<file path="src/rtl/digit_scan.sv">
// Four-digit multiplexed display scanner: one active digit per refresh period, inputs shadowed per frame.
// Optional flashing of selected digits is compiled in with `define DIGIT_SCAN_BLINK_EN.
module digit_scan #(
  parameter int REFRESH_DIV = 50000,
  parameter int BLINK_DIV   = 64
) (
  input  logic        clk,
  input  logic        rst_n,
  input  logic [15:0] digits,
  input  logic [3:0]  blank_mask,
  input  logic [3:0]  blink_mask,
  input  logic        colon_in,
  output logic [3:0]  digit_out,
  output logic [3:0]  an,
  output logic        dp,
  output logic        frame_tick,
  output logic [1:0]  scan_state
);

  typedef enum logic [1:0] {SCAN0 = 2'd0, SCAN1 = 2'd1, SCAN2 = 2'd2, SCAN3 = 2'd3} state_t;

  localparam int PW = (REFRESH_DIV > 1) ? $clog2(REFRESH_DIV) : 1;
  localparam logic [PW-1:0] TERM = PW'(REFRESH_DIV - 1);

  state_t        state, state_nxt;
  logic [PW-1:0] presc, presc_nxt;
  logic          primed;
  logic [15:0]   digits_sh, digits_sh_nxt;
  logic [3:0]    blank_sh, blank_sh_nxt;
  logic          colon_sh, colon_sh_nxt;
  logic          step, wrap, frame_start;
  logic [1:0]    idx;
  logic [3:0]    dark_mask;
  logic          dark;
  logic [3:0]    digit_out_nxt, an_nxt;
  logic          dp_nxt;

  // The first edge after reset behaves like a frame wrap so digit 0 appears at once.
  assign step        = primed && (presc == TERM);
  assign wrap        = step && (state == SCAN3);
  assign frame_start = !primed || wrap;
  assign scan_state  = state;

  always_comb begin
    state_nxt = state;
    presc_nxt = presc;
    if (!primed) begin
      presc_nxt = '0;
    end else if (step) begin
      presc_nxt = '0;
      case (state)
        SCAN0:   state_nxt = SCAN1;
        SCAN1:   state_nxt = SCAN2;
        SCAN2:   state_nxt = SCAN3;
        default: state_nxt = SCAN0;
      endcase
    end else begin
      presc_nxt = presc + PW'(1);
    end
  end

  always_comb begin
    digits_sh_nxt = digits_sh;
    blank_sh_nxt  = blank_sh;
    colon_sh_nxt  = colon_sh;
    if (frame_start) begin
      digits_sh_nxt = digits;
      blank_sh_nxt  = blank_mask;
      colon_sh_nxt  = colon_in;
    end
  end

`ifdef DIGIT_SCAN_BLINK_EN
  localparam int BW = (BLINK_DIV > 1) ? $clog2(BLINK_DIV) : 1;
  localparam logic [BW-1:0] BLINK_TERM = BW'(BLINK_DIV - 1);

  logic [BW-1:0] blink_cnt, blink_cnt_nxt;
  logic          blink_phase, blink_phase_nxt;

  // Counting completed frames keeps the lit and dark runs equal from reset onward.
  always_comb begin
    blink_cnt_nxt   = blink_cnt;
    blink_phase_nxt = blink_phase;
    if (wrap) begin
      if (blink_cnt == BLINK_TERM) begin
        blink_cnt_nxt   = '0;
        blink_phase_nxt = !blink_phase;
      end else begin
        blink_cnt_nxt = blink_cnt + BW'(1);
      end
    end
  end

  always_ff @(posedge clk or negedge rst_n) begin
    if (!rst_n) begin
      blink_cnt   <= '0;
      blink_phase <= 1'b0;
    end else begin
      blink_cnt   <= blink_cnt_nxt;
      blink_phase <= blink_phase_nxt;
    end
  end

  assign dark_mask = blank_sh_nxt | (blink_phase_nxt ? blink_mask : 4'b0000);
`else
  logic unused_blink;
  assign unused_blink = ^blink_mask;
  assign dark_mask    = blank_sh_nxt;
`endif

  // Outputs are computed from next-cycle values so they land together with the state change.
  always_comb begin
    idx           = state_nxt;
    dark          = dark_mask[idx];
    digit_out_nxt = digits_sh_nxt[{idx, 2'b00} +: 4];
    an_nxt        = dark ? 4'b1111 : ~(4'b0001 << idx);
    dp_nxt        = !((state_nxt == SCAN2) && colon_sh_nxt && !dark);
  end

  always_ff @(posedge clk or negedge rst_n) begin
    if (!rst_n) begin
      state      <= SCAN0;
      presc      <= '0;
      primed     <= 1'b0;
      digits_sh  <= '0;
      blank_sh   <= '0;
      colon_sh   <= 1'b0;
      digit_out  <= 4'h0;
      an         <= 4'b1111;
      dp         <= 1'b1;
      frame_tick <= 1'b0;
    end else begin
      state      <= state_nxt;
      presc      <= presc_nxt;
      primed     <= 1'b1;
      digits_sh  <= digits_sh_nxt;
      blank_sh   <= blank_sh_nxt;
      colon_sh   <= colon_sh_nxt;
      digit_out  <= digit_out_nxt;
      an         <= an_nxt;
      dp         <= dp_nxt;
      frame_tick <= frame_start;
    end
  end

endmodule

</file>
<file path="config.mk">
export PLATFORM = sky130hd
export DESIGN_NAME = digit_scan
export DESIGN_NICKNAME = d
export VERILOG_FILES = /design/src/rtl/digit_scan.sv
export SDC_FILE = /design/constraint.sdc
export NUM_CORES = 1
export LEC_CHECK = 0
export ABC_AREA = 1
export BUFFER_PORTS_ARGS = -buffer_cell sky130_fd_sc_hd__buf_2
export CORE_MARGIN = 4
export CORE_UTILIZATION = 55
export CTS_BUF_LIST = sky130_fd_sc_hd__clkbuf_8 sky130_fd_sc_hd__clkbuf_16
export DETAILED_ROUTE_END_ITERATION = 8
export PLACE_DENSITY_LB_ADDON = 0.3
export SLEW_MARGIN = 20
export SYNTH_ARGS = -nofsm -noshare
export SYNTH_HDL_FRONTEND = slang
export SYNTH_SLANG_ARGS = --single-unit
export TNS_END_PERCENT = 5
</file>
<file path="constraint.sdc">
create_clock -name clk -period 1.89 [get_ports clk]
set_input_delay 0.189 -clock clk [delete_from_list [all_inputs] [get_ports clk]]
set_output_delay 0.189 -clock clk [all_outputs]
set_load 0.02 [all_outputs]
</file>
==> metrics.cfg <==
[layout]
multi_input_area_um2=1070
antenna_cells=0
fin_util_pct=72.7
fin_nets=390
postLayoutCellArea_um2=3010
fin_cells=410
register_area_um2=1260
area_delta_synth_final_pct=23.7
drive_gt1_share_pct=28.6
nFillCells=310

[timing]
max_freq_mhz=561
min_period_ns=1.78
rsz0062_at_grt=true
setup_viol=0
period_share_pct=94.3
slew_viol_final=0
slew_headroom_pct=63.8
worst_pin_slew_ns=0.542
hold_viol=0
finClkSkew_ns=0.00776
finalWorstSetupSlack_ns=0.107

[worst_hold_path]
worstHoldStart=digits[3]
worstHoldPathType=in -> reg

[logic_synthesis]
synth_nets=329
syn_area_per_cell_um2=8.17
syn_area_um2=2440
postSynthCellCount=298
synth_cell_types=30
ys_ff_latch=50
ys_seq_area_share_pct=51.6
ys_warn_count=0

[floorplan]
chipHeight_um=74.6
ios=39
core_area_um2=4140
start_util_pct=58.8
die_w_um=74.6
num_rows=23
die_area_um2=5560

[global_routing]
track_usage_pct=20.6
grt_pass1_wl_um=8660
grt_max_degree=29
antenna_found_initial=0
grt-ovfl-total=0
grt_pass1_vias=1921

[setup_path]
worst_setup_path_end_kind=flip-flop
cpMostUsedCell=nand2_1
critical_path.slowest_cell=dfrtp_1
critPathTopFamily=simple AND/OR/NAND/NOR gates
cp.required_ns=2.13
crit_fanout=4
max_stage_delay_ns=0.42
arrival_ns=2.02
timing.critical_path.from=scan_state[0]
start_kind=flip-flop
r2r_start=scan_state[0]
worstPathCellList=inv_1 -> ha_1 -> nor2_1 -> nand4_1 -> nand2_1 -> nor2_1 -> buf_4 -> nand2_1 -> nand2_1 -> nor2_2 -> nand2_1
path_class=reg -> reg
critical_path_buf_inv_count=2

[placement]
place_ws_ns=0.0568
hpwlAfterDp_um=3690
port_buffers=34
gp_congestion=0.848
place_area_um2=2750
placed_cells=393

[outcome]
run_status=complete, no violations

[routing]
antenna_left=0
vias=2077
wl_per_cell_um=12.8
drtIter0Drc=183
via_per_inst=5.07
drt_wl_total_um=5250
drcViolationCount=0
drt_pre_antenna_iters=4

[clock_tree]
clk_pin_slew_ns=0.10
cts.root.buffer_cell=clkbuf_8
numCtsBuffers=5
cts_buffer_depth=2
htree_levels=2
clock_latency_ns=0.31
cts.sinks=50
cts_tree=yes

[flow_run]
drv_cap=0

[power_and_ir_drop]
power.leakage_nw=1.57
ir_drop_uv=608
power.density_nw_per_um2=691
total_power_mw=2.08

[worst paths after layout]
check                      cells after the start            to  slack [ns]
setup / recovery                              11         an[3]        0.11
hold / removal                                 3  digits_sh[3]        0.09
setup reg to reg                              11         an[3]        0.11
hold reg to reg                                2      colon_sh        0.48
max in group asynchronous                      3         an[2]        0.91
min in group asynchronous                      2      presc[8]        0.39
[sequential cells by signal (all words and copies together) (netlist names)]
signal / count
presc: 16
scan_state: 2
digit_out: 4
digits_sh: 16
primed: 1
dp: 1
blank_sh: 4
frame_tick: 1
an: 4
colon_sh: 1
[tightest hold or removal path: stages]
cell	delay, ns
buf_2	0.07
nand2_1	0.04
nand2_1	0.06
[stage by stage]
stage | hold slack, ns | TNS, ns
floorplan | -0.107 | 0
global placement | 0.195 | 0
detailed placement | 0.200 | 0
CTS | 0.0787 | 0
global route | 0.0815 | -0.274
finish | 0.0873 | 0
[layer usage]
metal / wire [um] / global-route usage [%] / vias up
li1: - / - / 1048
met1: 2340 / 29.7 / 951
met2: 2430 / 30.2 / 68
met3: 376 / 5.00 / 10
met4: 95 / 7.31 / 0
met5: 0 / 0 / -
[cell usage after synthesis]
| master | n | share of area, % |
|---|---|---|
| dfstp_2 | 5 | 5.4 |
| nor2_4 | 3 | 1.4 |
| nand2_2 | 5 | 1.3 |
| nand4_1 | 6 | 1.5 |
| nor4_1 | 1 | 0.26 |
| inv_4 | 1 | 0.26 |
| nor3b_1 | 3 | 0.92 |
| conb_1 | 1 | 0.15 |
| ha_1 | 4 | 2.1 |
| nand3b_1 | 1 | 0.31 |
| nand2_8 | 1 | 0.82 |
| dfrtp_1 | 45 | 46 |
| nand3_2 | 1 | 0.41 |
| xor2_1 | 1 | 0.36 |
| inv_2 | 1 | 0.15 |
| or2_2 | 3 | 0.77 |
| nand3_4 | 1 | 0.72 |
| nand3_1 | 20 | 4.1 |
| o21ai_0 | 4 | 0.82 |
| buf_6 | 3 | 1.4 |
| nor2_2 | 4 | 1.0 |
| a31oi_1 | 1 | 0.26 |
| a21oi_1 | 3 | 0.62 |
| nor2_1 | 20 | 3.1 |
| a31o_2 | 1 | 0.36 |
| nand2_4 | 1 | 0.46 |
| nand2_1 | 117 | 18 |
| nor3_1 | 7 | 1.4 |
| buf_4 | 1 | 0.31 |
| inv_1 | 33 | 5.1 |
[layout make-up]
class	count	area share, %
flip-flops and latches	50	41.7
multi-input cells	209	35.4
repair buffers	58	13.0
inverters	35	4.53
clock buffers	6	2.74
well taps	50	2.08
clock inverters	2	0.540
[logic make-up (layout without fill, tap and decap cells)]
logic type      after synthesis  in the layout  share of synthesized area (%)
simple gates                194            194                           36.6
flops                        50             50                           51.6
buf+inv                      39            101                           7.19
compound gates                9              9                           2.05
fa+ha+maj                     4              4                           2.05
other cells                   1              1                          0.154
xor+xnor                      1              1                          0.360
[report_power, final]
group	internal [mW]	total (mW)	switching, mW
clock	0.302	0.666	0.364
sequential	1.15	1.17	0.0266
combinational	0.0931	0.245	0.152
total	1.54	2.08	0.543
[repair_timing]
item	in CTS	in global routing
hold buffers	1	0
endpoints found under the hold margin	22	0
setup endpoints to repair	1	12
pin swaps	1	6
resized for setup	2	16
buffers inserted	1	6
cloned	0	1
[cell usage in the layout (no fill, tap or decap)]
cell type	instances
ha_4	1
inv_2	1
nand2_2	8
conb_1	1
clkbuf_16	1
a31o_2	1
dfstp_2	5
nand3_2	4
clkinvlp_4	1
o21ai_0	4
nor4_1	1
nor3_1	7
nand2_8	2
dfrtp_1	45
ha_1	3
nand4_1	6
nor2_4	5
nand3_4	1
buf_4	20
nor2_2	6
nor2_1	16
inv_1	33
or2_2	3
inv_6	2
xor2_1	1
nand2_1	114
nand3_1	17
a21oi_1	3
buf_12	1
nor3b_1	3
buf_2	34
clkbuf_8	6
buf_8	1
dlygate4sd3_1	1
a31oi_1	1
nand3b_1	1
Note: power is estimated with default switching activity, not from simulation.
